$ cat config.mk
export PLATFORM = sky130hd
export DESIGN_NAME = hazard_scoreboard_unit_flat
export DESIGN_NICKNAME = d
export VERILOG_FILES = /design/src/rtl/hazard_scoreboard_unit_if.sv /design/src/rtl/hazard_scoreboard_unit.sv /design/src/flat_wrapper.sv
export SDC_FILE = /design/constraint.sdc
export NUM_CORES = 1
export LEC_CHECK = 0
export CAP_MARGIN = 20
export CORE_ASPECT_RATIO = 0.5
export CORE_MARGIN = 4
export CORE_UTILIZATION = 49
export CTS_CLUSTER_SIZE = 10
export DETAILED_ROUTE_END_ITERATION = 10
export HOLD_SLACK_MARGIN = 0.1
export PLACE_DENSITY = 0.81
export SLEW_MARGIN = 5
export SYNTH_ARGS = -nofsm -noshare
export SYNTH_HDL_FRONTEND = slang
export SYNTH_SLANG_ARGS = --single-unit
$ cat constraint.sdc
create_clock -name clk -period 3.85 [get_ports clk]
set_input_delay 0.385 -clock clk [delete_from_list [all_inputs] [get_ports clk]]
set_output_delay 0.385 -clock clk [all_outputs]
set_load 0.005 [all_outputs]
$ cat src/rtl/hazard_scoreboard_unit_if.sv
// Pipeline-control bundle between the ID-stage hazard scoreboard and the pipeline registers.
// master = pipeline side driving ID/EX/MEM status, slave = hazard_scoreboard_unit.
interface hazard_scoreboard_unit_if #(
    parameter int REG_W = 5,
    parameter int CNT_W = 16
);
    logic             id_valid;
    logic [REG_W-1:0] id_rs;
    logic [REG_W-1:0] id_rt;
    logic             id_uses_rs;
    logic             id_uses_rt;
    logic             id_is_load;
    logic [REG_W-1:0] id_rd;
    logic             mem_busy;
    logic             ex_branch_taken;

    logic             pc_write;
    logic             if_id_write;
    logic             if_id_flush;
    logic             id_ex_write;
    logic             id_ex_flush;
    logic [CNT_W-1:0] load_stall_cnt;

    modport master (
        output id_valid, id_rs, id_rt, id_uses_rs, id_uses_rt, id_is_load, id_rd,
               mem_busy, ex_branch_taken,
        input  pc_write, if_id_write, if_id_flush, id_ex_write, id_ex_flush, load_stall_cnt
    );

    modport slave (
        input  id_valid, id_rs, id_rt, id_uses_rs, id_uses_rt, id_is_load, id_rd,
               mem_busy, ex_branch_taken,
        output pc_write, if_id_write, if_id_flush, id_ex_write, id_ex_flush, load_stall_cnt
    );
endinterface

$ cat src/rtl/hazard_scoreboard_unit.sv
// Load-use hazard controller: shift-register scoreboard of in-flight loads plus freeze/flush arbitration.
// Optional macro HAZ_ZERO_REG_EN: register 0 never participates in hazard detection.
module hazard_scoreboard_unit #(
    parameter int REG_W    = 5,
    parameter int LOAD_LAT = 1,
    parameter int CNT_W    = 16
) (
    input logic                    clk,
    input logic                    reset,
    hazard_scoreboard_unit_if.slave hz
);
    typedef struct packed {
        logic             valid;
        logic [REG_W-1:0] rd;
    } slot_t;

    typedef enum logic [1:0] {
        MODE_RUN,
        MODE_STALL,
        MODE_FLUSH,
        MODE_FREEZE
    } mode_e;

    slot_t            slots [LOAD_LAT];
    slot_t            new_entry;
    logic             rs_ok;
    logic             rt_ok;
    logic             hazard;
    mode_e            mode;
    logic [CNT_W-1:0] stall_cnt;

`ifdef HAZ_ZERO_REG_EN
    assign rs_ok = (hz.id_rs != '0);
    assign rt_ok = (hz.id_rt != '0);
`else
    assign rs_ok = 1'b1;
    assign rt_ok = 1'b1;
`endif

    // NOTE: every variable written in always_comb gets a default first, so no path leaves it unassigned (no latch).
    always_comb begin
        hazard = 1'b0;
        for (int k = 0; k < LOAD_LAT; k++) begin
            if (slots[k].valid &&
                ((hz.id_uses_rs && rs_ok && slots[k].rd == hz.id_rs) ||
                 (hz.id_uses_rt && rt_ok && slots[k].rd == hz.id_rt)))
                hazard = 1'b1;
        end
        hazard = hazard && hz.id_valid;
    end

    // Reset forces RUN even if freeze or flush requests are present.
    always_comb begin
        mode = MODE_RUN;
        if (reset)                   mode = MODE_RUN;
        else if (hz.mem_busy)        mode = MODE_FREEZE;
        else if (hz.ex_branch_taken) mode = MODE_FLUSH;
        else if (hazard)             mode = MODE_STALL;
    end

    always_comb begin
        hz.pc_write    = 1'b1;
        hz.if_id_write = 1'b1;
        hz.if_id_flush = 1'b0;
        hz.id_ex_write = 1'b1;
        hz.id_ex_flush = 1'b0;
        unique case (mode)
            MODE_FREEZE: begin
                hz.pc_write    = 1'b0;
                hz.if_id_write = 1'b0;
                hz.id_ex_write = 1'b0;
            end
            MODE_FLUSH: begin
                hz.if_id_flush = 1'b1;
                hz.id_ex_flush = 1'b1;
            end
            MODE_STALL: begin
                hz.pc_write    = 1'b0;
                hz.if_id_write = 1'b0;
                hz.id_ex_flush = 1'b1;
            end
            default: ;
        endcase
    end

    // Only an instruction actually advancing into EX enters the scoreboard; stalls and flushes insert bubbles.
    always_comb begin
        new_entry.rd    = hz.id_rd;
        new_entry.valid = (mode == MODE_RUN) && hz.id_valid && hz.id_is_load;
`ifdef HAZ_ZERO_REG_EN
        if (hz.id_rd == '0) new_entry.valid = 1'b0;
`endif
    end

    // NOTE: the scoreboard slots are control state, so unlike a data RAM they must be cleared by reset.
    // NOTE: sequential state uses non-blocking assignments so every slot samples the pre-edge value of its neighbour.
    always_ff @(posedge clk or posedge reset) begin
        if (reset) begin
            for (int k = 0; k < LOAD_LAT; k++) slots[k] <= '0;
        end else if (mode != MODE_FREEZE) begin
            slots[0] <= new_entry;
            for (int k = 1; k < LOAD_LAT; k++) slots[k] <= slots[k-1];
        end
    end

    always_ff @(posedge clk or posedge reset) begin
        if (reset)
            stall_cnt <= '0;
        else if (mode == MODE_STALL && stall_cnt != '1)
            stall_cnt <= stall_cnt + CNT_W'(1);
    end

    assign hz.load_stall_cnt = stall_cnt;
endmodule
$ cat src/flat_wrapper.sv
// flat-port wrapper written by rule: the top's interface ports become plain ports
module hazard_scoreboard_unit_flat 
#(
    parameter int REG_W    = 5,
    parameter int LOAD_LAT = 1,
    parameter int CNT_W    = 16
)
  (clk, reset, hz_id_valid, hz_id_rs, hz_id_rt, hz_id_uses_rs, hz_id_uses_rt, hz_id_is_load, hz_id_rd, hz_mem_busy, hz_ex_branch_taken, hz_pc_write, hz_if_id_write, hz_if_id_flush, hz_id_ex_write, hz_id_ex_flush, hz_load_stall_cnt);
  hazard_scoreboard_unit_if #(.REG_W(REG_W), .CNT_W(CNT_W)) hz_i ();
  input logic clk;
  input logic reset;
  input wire logic [$bits(hz_i.id_valid)-1:0] hz_id_valid;
  input wire logic [$bits(hz_i.id_rs)-1:0] hz_id_rs;
  input wire logic [$bits(hz_i.id_rt)-1:0] hz_id_rt;
  input wire logic [$bits(hz_i.id_uses_rs)-1:0] hz_id_uses_rs;
  input wire logic [$bits(hz_i.id_uses_rt)-1:0] hz_id_uses_rt;
  input wire logic [$bits(hz_i.id_is_load)-1:0] hz_id_is_load;
  input wire logic [$bits(hz_i.id_rd)-1:0] hz_id_rd;
  input wire logic [$bits(hz_i.mem_busy)-1:0] hz_mem_busy;
  input wire logic [$bits(hz_i.ex_branch_taken)-1:0] hz_ex_branch_taken;
  output wire logic [$bits(hz_i.pc_write)-1:0] hz_pc_write;
  output wire logic [$bits(hz_i.if_id_write)-1:0] hz_if_id_write;
  output wire logic [$bits(hz_i.if_id_flush)-1:0] hz_if_id_flush;
  output wire logic [$bits(hz_i.id_ex_write)-1:0] hz_id_ex_write;
  output wire logic [$bits(hz_i.id_ex_flush)-1:0] hz_id_ex_flush;
  output wire logic [$bits(hz_i.load_stall_cnt)-1:0] hz_load_stall_cnt;
  assign hz_i.id_valid = hz_id_valid;
  assign hz_i.id_rs = hz_id_rs;
  assign hz_i.id_rt = hz_id_rt;
  assign hz_i.id_uses_rs = hz_id_uses_rs;
  assign hz_i.id_uses_rt = hz_id_uses_rt;
  assign hz_i.id_is_load = hz_id_is_load;
  assign hz_i.id_rd = hz_id_rd;
  assign hz_i.mem_busy = hz_mem_busy;
  assign hz_i.ex_branch_taken = hz_ex_branch_taken;
  assign hz_pc_write = hz_i.pc_write;
  assign hz_if_id_write = hz_i.if_id_write;
  assign hz_if_id_flush = hz_i.if_id_flush;
  assign hz_id_ex_write = hz_i.id_ex_write;
  assign hz_id_ex_flush = hz_i.id_ex_flush;
  assign hz_load_stall_cnt = hz_i.load_stall_cnt;
  hazard_scoreboard_unit #(.REG_W(REG_W), .LOAD_LAT(LOAD_LAT), .CNT_W(CNT_W)) u_core (.clk(clk), .reset(reset), .hz(hz_i));
endmodule
After elaboration in Yosys (flattened, before gate mapping)
Cells that the tools add are included.
- output and inout bits: 21
- word-level logic and storage cells: 31
- ROM bits: 0
- bits in latches: 0
- memories: 0
- bits of input ports: 23
- memory bits (writable): 0
- register bits after elaboration: 22
- add/sub/neg operators: 1
- bitwise logic cells: 0
- reduce and logical (&&, ||, !) cells: 11
- equality and inequality tests: 7
- magnitude comparators: 0
- div/mod/pow operators: 0
- $mul: 0
- shifts and indexed selects: 0
- muxes and demuxes: 9
- operators with widths (kind ; count):
    $add 16x1->16 const B ; 1
    $ne 16x16->1 const B ; 1
    $eq 5x5->1 ; 2
    $logic_and 1x1->1 ; 7
    $mux 1 ; 6
    $mux 2 ; 3
    $eq 2x2->1 const B ; 2
    $reduce_or 2->1 ; 2
    $eq 2x1->1 const B ; 1
    $logic_not 2->1 ; 1
    $ne 2x2->1 const B ; 1
    $logic_or 1x1->1 ; 1

Depth between registers and ports, before layout
Gate-level depths: netlist of the first run.
- depth in word-level cells: 13
- gate-level depth with buffers: 10
- gate-level depth less buffers: 9

Worst setup path before layout of the first run
Ideal clock, no wire load.
- kind: input-to-reg
- start point: in reset
- end point: reg u_core.stall_cnt[13] (netlist: u_core.hz.load_stall_cnt[13])
- buffers on the path: 1
- arrival time: 2.786 ns
- library setup time: 0.079 ns
- setup slack: 0.985 ns
- cell stages on the path: 10
- required time: 3.771 ns
- path through: inv_1 nand4_1 nor4_1 or3_1 ha_1 buf_2 nand3_1 or2_4 nor4_2 xor2_1
- cells in the longest elaborated chain, start to end: 3
- RTL lines (what ; line ; RTL):
    start: declaration ; flat_wrapper.sv:11 ; input logic reset;
    $mux 2 ; hazard_scoreboard_unit.sv:55 ; if (reset) mode = MODE_RUN;
    $eq 2x1->1 ; hazard_scoreboard_unit.sv:109 ; else if (mode == MODE_STALL && stall_cnt != '1)
    $logic_and 1x1->1 ; hazard_scoreboard_unit.sv:109 ;
    end signal: assignment ; hazard_scoreboard_unit.sv:110 ; stall_cnt <= stall_cnt + CNT_W'(1);
    end: declaration ; hazard_scoreboard_unit.sv:30 ; logic [CNT_W-1:0] stall_cnt;
No other way between the ends.
A chain may end at the register's enable or synchronous reset.

Final worst setup path of the first run
- start point: in hz_ex_branch_taken
- end point: out hz_id_ex_write
- cells in the longest elaborated chain, start to end: 5
- RTL lines (what ; line ; RTL):
    start: declaration ; flat_wrapper.sv:20 ; input wire logic [$bits(hz_i.ex_branch_taken)-1:0] hz_ex_branch_taken;
    $mux 2 ; hazard_scoreboard_unit.sv:57 ; else if (hz.ex_branch_taken) mode = MODE_FLUSH;
    $mux 2 ; hazard_scoreboard_unit.sv:56 ; else if (hz.mem_busy) mode = MODE_FREEZE;
    $mux 2 ; hazard_scoreboard_unit.sv:55 ;
    $eq 2x2->1 ; hazard_scoreboard_unit.sv:67 ; unique case (mode)
    $mux 1 ; hazard_scoreboard_unit.sv:67 ;
    end: declaration ; flat_wrapper.sv:24 ; output wire logic [$bits(hz_i.id_ex_write)-1:0] hz_id_ex_write;
No other way between the ends.

==> results of run 1 <==
==> worst paths after layout <==
kind                                        startpoint                                  endpoint  slack, ns  cells after the start
min                        u_core.slots[5]$_DFFE_PP0P_               u_core.slots[5]$_DFFE_PP0P_       0.50                      2
min in group asynchronous                        reset               u_core.slots[5]$_DFFE_PP0P_       0.52                      3
min reg2reg                u_core.slots[5]$_DFFE_PP0P_               u_core.slots[5]$_DFFE_PP0P_       0.50                      2
max                                 hz_ex_branch_taken                            hz_id_ex_write       0.89                      8
max reg2reg                u_core.slots[0]$_DFFE_PP0P_  u_core.hz.load_stall_cnt[13]$_DFFE_PP0P_       1.10                      9
max in group asynchronous                        reset   u_core.hz.load_stall_cnt[1]$_DFFE_PP0P_       3.10                      3
==> stage by stage <==
step / util / setup WS, ns / instance area (µm²) / total power, mW
after floorplan: - / 0.985 / 1370 / 0.375
final: 0.722 / 0.887 / 1900 / 0.685
after CTS: 0.722 / 0.899 / 1900 / 0.693
after detailed placement: 0.695 / 0.703 / 1830 / 0.474
after global placement: 0.695 / 0.834 / 1830 / 0.468
after global routing: 0.722 / 0.692 / 1900 / 0.727
==> routing by layer <==
metal | GRT usage | vias up | share of wire
met5 | 0 | - | 0
met4 | 0.0391 | 0 | 0
met3 | 0.0458 | 0 | 0.081
met2 | 0.312 | 36 | 0.45
met1 | 0.238 | 528 | 0.47
li1 | - | 553 | -
==> area by class of cell <==
type                       instances  area, µm²  share of cell area
inverter                           5       18.8             0.00987
timing repair buffer              44        438               0.230
multi-input combinational         96        777               0.409
sequential                        22        551               0.289
clock inverter                     1       30.0              0.0158
clock buffer                       3       41.3              0.0217
tap                               37       46.3              0.0243
==> flip-flops by register name, summed over array words and instances (netlist names) <==
register / cells
u_core.hz.load_stall_cnt: 16
u_core.slots: 6
==> power groups by stage <==
stage                     Clock [mW]  Sequential, mW  Combinational (mW)
final                          0.214           0.307               0.164
after CTS                      0.220           0.306               0.167
after global placement             0           0.307               0.161
after detailed placement           0           0.309               0.165
after global routing           0.232           0.315               0.180
after floorplan                    0           0.304              0.0710
==> cells in the final DEF, fill, tap and decap left out <==
cell,instances
sky130_fd_sc_hd__clkbuf_8,3
sky130_fd_sc_hd__nand4_1,8
sky130_fd_sc_hd__o21ai_0,3
sky130_fd_sc_hd__mux2_2,7
sky130_fd_sc_hd__a41oi_1,2
sky130_fd_sc_hd__nor4_1,2
sky130_fd_sc_hd__nor2b_1,1
sky130_fd_sc_hd__xnor2_1,8
sky130_fd_sc_hd__and4b_1,1
sky130_fd_sc_hd__ha_1,5
sky130_fd_sc_hd__or2_4,1
sky130_fd_sc_hd__nand4_2,1
sky130_fd_sc_hd__buf_4,1
sky130_fd_sc_hd__o31ai_1,1
sky130_fd_sc_hd__a21oi_1,8
sky130_fd_sc_hd__nor3_1,3
sky130_fd_sc_hd__clkdlybuf4s50_1,43
sky130_fd_sc_hd__or3_1,1
sky130_fd_sc_hd__nand3_1,7
sky130_fd_sc_hd__nand4_4,1
sky130_fd_sc_hd__nor4_4,3
sky130_fd_sc_hd__a211oi_2,1
sky130_fd_sc_hd__bufinv_16,1
sky130_fd_sc_hd__and3_2,1
sky130_fd_sc_hd__mux2_1,2
sky130_fd_sc_hd__dfrtp_1,22
sky130_fd_sc_hd__nand2_1,7
sky130_fd_sc_hd__o41ai_4,1
sky130_fd_sc_hd__inv_1,5
sky130_fd_sc_hd__nor2_1,6
sky130_fd_sc_hd__a31oi_1,2
sky130_fd_sc_hd__xor2_1,9
sky130_fd_sc_hd__and3_1,1
sky130_fd_sc_hd__and4_1,1
sky130_fd_sc_hd__and2_1,1
sky130_fd_sc_hd__nor4_2,1
==> cell families (layout without fill, tap and decap cells) <==
| group | count (synthesis) | in the layout | synth area share |
|---|---|---|---|
| fa+ha+maj | 5 | 5 | 0.0457 |
| buf+inv | 9 | 53 | 0.0293 |
| simple gates | 47 | 47 | 0.242 |
| compound gates | 18 | 18 | 0.0970 |
| flops | 22 | 22 | 0.403 |
| xor+xnor | 17 | 17 | 0.109 |
| mux | 9 | 9 | 0.0741 |
==> critical path, delay by kind of cell <==
| kind | cells | cell delay, ns |
|---|---|---|
| adder cells (fa/ha/maj) | 1 | 0.33 |
| buffers and inverters | 4 | 1.01 |
| AND/OR/NAND/NOR | 3 | 0.85 |
==> results.md, run 1 <==
- The number of enable-type register cells in the synthesized netlist is 0.
- The final-report hold violation count is 0.
- The all-layer global routing usage is 0.183.
- The portion of total power attributed to sequential cells is 0.448.
- Of the cells placed in the final design, the portion with a size suffix greater than 1 is 0.129.
- The share of total power dissipated in combinational logic is 0.240.
- The largest single stage delay on the critical path is 0.50 ns.
- Setup repair after global routing left no endpoint under its margin.
- The effective utilization at floorplan is 0.519.
- The number of distinct library cells after synthesis is 35.
- In the synthesized netlist, the cells that appear most often are sky130_fd_sc_hd__dfrtp_1 (22), sky130_fd_sc_hd__xor2_1 (9), sky130_fd_sc_hd__a21oi_1 (8), sky130_fd_sc_hd__nand4_1 (8), sky130_fd_sc_hd__xnor2_1 (8).
- Of the total power, the share spent switching nets is 0.270.
- The total number of H-tree levels is 1.
- The power spent charging and discharging nets is 0.185 mW.
- For the worst-skew pair, the clock arrives at the later sink with an insertion delay of around 0.26 ns.
- After the first detailed-routing iteration, the DRC count stood at 67.
- The average wire length per cell after detail routing is ~15 µm.
- The max capacitance violation total is 0.
- Dividing the final minimum period by the clock period gives 0.770.
- The post-route antenna net violation count is 0.
- The clock passes through at most 2 buffers.
- The detailed-route via count is about 1100.
- TritonCTS built the clock tree.
- The finished layout holds around 210 standard cells, fillers aside.
- The share of the Yosys chip area taken by registers is 0.403.
- At the worst endpoint, the required time is ~3.5 ns.
- The final-layout worst hold slack is between 0.5 and 0.6 ns.
- The total number of nets in the final design is 200.
- Walking the worst path, the cells encountered are clkdlybuf4s50_1 -> inv_1 -> nand4_1 -> nor4_1 -> or3_1 -> ha_1 -> inv_1 -> clkdlybuf4s50_1.
- The buffer count from post-CTS setup fixing is 0.
- The initialized floorplan defines 13 standard-cell rows.
- The power per standard cell area is ~360 nW/µm².
- The number of global-route vias before repair is between 1000 and 1500.
- The class of the most critical setup path is in2out.
- The final critical-path required period is around 3.0 ns.
- After legalization and detailed placement, the total HPWL measured approximately 2500 µm.
- The worst pin sits at a relative slew slack of 0.671.
- The first-pass GRT wire length is between 5000 and 6000 µm.
- A synthesized cell averages around 11 µm².
- Based on the critical path, the design can be clocked at up to approximately 0.34 GHz.
- For this run, the leading register cell type out of synthesis is sky130_fd_sc_hd__dfrtp_1.
- The DRC violation count after routing is 0.
- Across the routed clock network, the largest skew measured is ~0.0037 ns.
- After routing, the total negative slack on setup checks comes to 0 ns.
- Clock-pin slew was measured on the worst setup and hold paths at roughly 0.080 ns.
- The die area is approximately 3800 µm².
- The post-synthesis net count is 155.
- The root buffer cell is sky130_fd_sc_hd__clkbuf_8.
- The iteration count of the initial detailed-routing pass is 4.
- TritonCTS created 3 clock buffers.
- The run finished with clean final reports.
- sky130_fd_sc_hd__dfrtp_1 takes more of the synthesized area than any other cell.
- STA classifies the critical path startpoint as a primary input.
- The final wirelength is 3150 µm.
- STA puts the critical path data arrival time at 2.58 ns.
- Counting flops with an async set or reset pin after synthesis yields a share of 1.00.
- The area inside the core boundary is about 2600 µm².
- After detailed placement, the design holds a cell count of 204.
- The number of standard cells after synthesis is ~130.
- The number of gates resized after CTS was 0.
- The total of warnings raised by yosys is 0.
- The overall overflow remaining after global route is 0.
- The die extent in y is between 40 and 50 µm.
- In the post-synthesis netlist, the cell with the most instances is sky130_fd_sc_hd__dfrtp_1.
- The placer congestion estimate is ~0.83.
- The number of top-level pins is 44.
- Buffers inserted to repair hold after CTS numbered 0.
- The number of antenna violations at the first check in global routing is 0.
- The average vias per placed instance is approximately 5.4.
- The cell internal power dissipation is 0.500 mW.
- The worst hold path belongs to the class reg2reg.
- Entering global routing, the biggest net connects 24 pins.
- The area growth from synthesis to layout is 39.1%.
- By area the synthesized netlist is led by sky130_fd_sc_hd__dfrtp_1 (40%), sky130_fd_sc_hd__mux2_2 (5.8%), sky130_fd_sc_hd__xor2_1 (5.8%).
- The final count of negative-setup-slack endpoints is 0.
- For the pin with the worst max-slew slack, the measured transition is slightly below 0.5 ns.
- The share of total power dissipated in the clock network is 0.313.
- For this design the static power due to leakage is 0.809 nW.
- The die extent in x is 82.7 µm.
- The final-report max-slew violation count is 0.
- The clock net sink count is 22.
- The number of fill cells in the layout is 199.
- Buffers placed on the I/O ports in this run total between 40 and 50.
- On the critical path, the stage with the largest delay is an instance of sky130_fd_sc_hd__nor4_1.
- The worst-case IR drop observed on VDD is approximately 0.00033 V.
- The repair_antennas step left the layout with diodes totalling 0.
- In this run, synthesis produced a sequential element count of 22.
- The largest driver fanout on the critical path is 8.
- The cell area that synthesis handed to floorplanning was around 1400 µm².
- The share of Yosys cell area claimed by the top area cell type is 0.403.
- STA classifies the critical path endpoint as an output pin.
Note: power is estimated with default switching activity, not from simulation.
==> inputs of run 2 (changes only) <==
--- a/config.mk
+++ b/config.mk
@@ -8,11 +8,11 @@
 export CAP_MARGIN = 20
 export CORE_ASPECT_RATIO = 0.5
 export CORE_MARGIN = 4
-export CORE_UTILIZATION = 49
+export CORE_UTILIZATION = 41
 export CTS_CLUSTER_SIZE = 10
 export DETAILED_ROUTE_END_ITERATION = 10
 export HOLD_SLACK_MARGIN = 0.1
-export PLACE_DENSITY = 0.81
+export PLACE_DENSITY = 0.72
 export SLEW_MARGIN = 5
 export SYNTH_ARGS = -nofsm -noshare
 export SYNTH_HDL_FRONTEND = slang
==> constraint.sdc (replaced) <==
create_clock -name clk -period 2.65 [get_ports clk]
set_input_delay 0.265 -clock clk [delete_from_list [all_inputs] [get_ports clk]]
set_output_delay 0.265 -clock clk [all_outputs]
set_load 0.005 [all_outputs]
==> results.md, run 2 (synthesis gave the netlist of run 1 again) <==
- The iteration count of the initial detailed-routing pass is 4.
- The maximum buffer depth of the clock tree is 2.
- The register with the most flip-flops in the layout has 16 of them.
- The run finished with clean final reports.
- Across the routed clock network, the largest skew measured is around 0.0045 ns.
- The final-report hold violation count was 0.
- The clock transition at the registers of the reported paths is roughly 0.07 ns.
- The initial utilization of the core area, before any placement, comes to 0.441.
- The tool flagged a number of max-cap violations equal to 0.
- The most critical setup path has its startpoint at hz_ex_branch_taken.
- The synthesis-to-layout area growth is 41.4%.
- The number of fill cells in the layout is about 260.
- The post-route antenna net violation count is 0.
- CTS built an H-tree with a depth of 1.
- The number of top-level pins is 44.
- TritonCTS built the clock tree.
- Summing all placed instances gives a cell area of about 1900 µm².
- The die area is 4380 µm².
- The clock latency reported for the late side of the worst-skew pair is between 0.2 and 0.3 ns.
- Measured on the finished design, the core utilization comes to 0.623.
- Clock tree synthesis selected as its root buffer the cell sky130_fd_sc_hd__clkbuf_8.
- The final-report max-slew violation count is 0.
- The first global-routing pass estimated approximately 5000 µm of wire.
- The detailed-placement wirelength estimate is 2510 µm.
- At the pin with the least slew margin, the transition time is between 0.3 and 0.4 ns.
- Using the TritonRoute via totals, the vias-per-cell ratio works out to approximately 5.4.
- The largest net degree at the start of global routing is 24.
- For the worst setup path, the data arrival time is around 2.3 ns.
- The min-delay analysis places its worst path in the category in2async.
- The area inside the core boundary is a little over 3000 µm².
- Based on the critical path, the design can be clocked at up to ~0.39 GHz.
- The class of the most critical setup path is in2out.
- The period utilization is 0.962.
- The buffer count from post-CTS setup fixing is 0.
- The worst path required time is 2.38 ns.
- The DRC violation count after routing is 0.
- Counting tap cells, the placed design contains a total of roughly 210 instances.
- The die extent in y is 48.8 µm.
- STA classifies the critical path endpoint as an output pin.
- The repair_antennas step left the layout with diodes totalling 0.
- The final-layout worst hold slack is approximately 0.14 ns.
- STA classifies the critical path startpoint as a primary input.
- The largest driver fanout on the critical path is 3.
- After clock tree synthesis, the flow added hold-fix buffers numbering 0.
- In this run, CTS created clock tree buffers numbering 3.
- VDD sags by at most around 0.00037 V.
- The overall overflow remaining after global route is 0.
- The average wire length per cell after detail routing is about 15 µm.
- The placer congestion estimate is roughly 0.77.
- After the last flow step, the layout net total stands at around 210.
- Traced cell by cell, the critical path runs through clkdlybuf4s50_1 -> inv_1 -> nand4_1 -> nor4_1 -> buf_4 -> or3_1 -> ha_1 -> inv_1 -> clkdlybuf4s50_1.
- The number of global-route vias before repair is 1048.
- The proportion of layout cells with a drive suffix above 1 is 0.165.
- The summed area of non-filler cells in the final layout is between 1500 and 2000 µm².
- The number of antenna violations at the first check in global routing is 0.
- After floorplanning, the core was divided into 14 placement rows.
- For this design the ratio of total power to cell area is roughly 460 nW/µm².
- For this block, the initial DRC count from the detailed router was between 50 and 60.
- The detailed-route via count is about 1200.
- The number of standard cells in the final layout excluding fillers is roughly 220.
- The worst flop-to-flop path startpoint is u_core.slots[0]$_DFFE_PP0P_.
- The clock net in this run drives a total of 22 sinks.
- Gates resized during post-CTS repair numbered 0.
- For this design, the slowest cell found on the critical path is sky130_fd_sc_hd__clkdlybuf4s50_1.
- The remaining max-slew budget at the tightest pin is 0.735.
- Setup repair after global routing left no endpoint under its margin.
- The die extent in x is 89.7 µm.
- For the finished layout, the period the worst path requires is about 2.5 ns.
- Setup violations remaining at the end of the flow were counted as 0.
- The commonest non-fill, non-tap cell in the layout is sky130_fd_sc_hd__clkdlybuf4s50_1.
- The delay of the slowest cell on the worst path is approximately 0.49 ns.
- The final wirelength is around 3200 µm.
- The library cells used most frequently in the layout, excluding fill and tap cells, are sky130_fd_sc_hd__clkdlybuf4s50_1 (42), sky130_fd_sc_hd__dfrtp_1 (22), sky130_fd_sc_hd__xor2_1 (9).
- The all-layer global routing usage is 0.145.
- The count of input and output buffers is 43.
- The completed layout was analyzed and its total power is 0.887 mW.
- The analysis attributes to cell leakage a power of about 0.83 nW.
-- run 2: final cells by class --
| class | instances | area [µm²] | share of cell area |
|---|---|---|---|
| Inverter | 5 | 22.5 | 0.0117 |
| Multi-Input combinational cell | 96 | 783 | 0.405 |
| Tap cell | 40 | 50.0 | 0.0259 |
| Sequential cell | 22 | 551 | 0.285 |
| Timing Repair Buffer | 50 | 485 | 0.251 |
| Clock buffer | 3 | 41.3 | 0.0214 |
-- run 2: critical path, delay by kind of cell --
family	cells	cell delay, ns
buffers and inverters	5	1.20
adder cells (fa/ha/maj)	1	0.23
AND/OR/NAND/NOR	3	0.57
-- run 2: metal layers --
| layer | vias to the layer above | global-route usage | part of all wire |
|---|---|---|---|
| li1 | 564 | - | - |
| met1 | 566 | 0.201 | 0.47 |
| met2 | 45 | 0.226 | 0.43 |
| met3 | 2 | 0.0422 | 0.088 |
| met4 | 0 | 0.0297 | 0.0072 |
| met5 | - | 0 | 0 |
-- run 2: path summary, 6_finish.rpt --
path                                                            endpoint  slack (ns)  cells after the start
worst min register to register               u_core.slots[5]$_DFFE_PP0P_        0.50                      2
worst max-delay path                                      hz_id_ex_write        0.10                      9
worst max register to register  u_core.hz.load_stall_cnt[15]$_DFFE_PP0P_        0.28                     10
worst min-delay path                         u_core.slots[5]$_DFFE_PP0P_        0.14                      3
min in group clk                             u_core.slots[5]$_DFFE_PP0P_        0.50                      2
max in group asynchronous        u_core.hz.load_stall_cnt[6]$_DFFE_PP0P_        2.27                      3
-- run 2: report_power, final --
| part | switching [mW] | total [mW] | leakage (nW) | internal [mW] |
|---|---|---|---|---|
| registers | 0.0689 | 0.446 | 0.281 | 0.377 |
| clock network | 0.0968 | 0.198 | 0.0216 | 0.101 |
| logic | 0.0919 | 0.243 | 0.527 | 0.151 |
-- run 2: stage by stage --
step / worst slack (ns) / TNS (ns)
after floorplan: 0.187 / 0
after global placement: 0.0155 / 0
after detailed placement: -0.0325 / -0.0507
after CTS: 0.0202 / 0
after global routing: 0.0140 / 0
final: 0.101 / 0
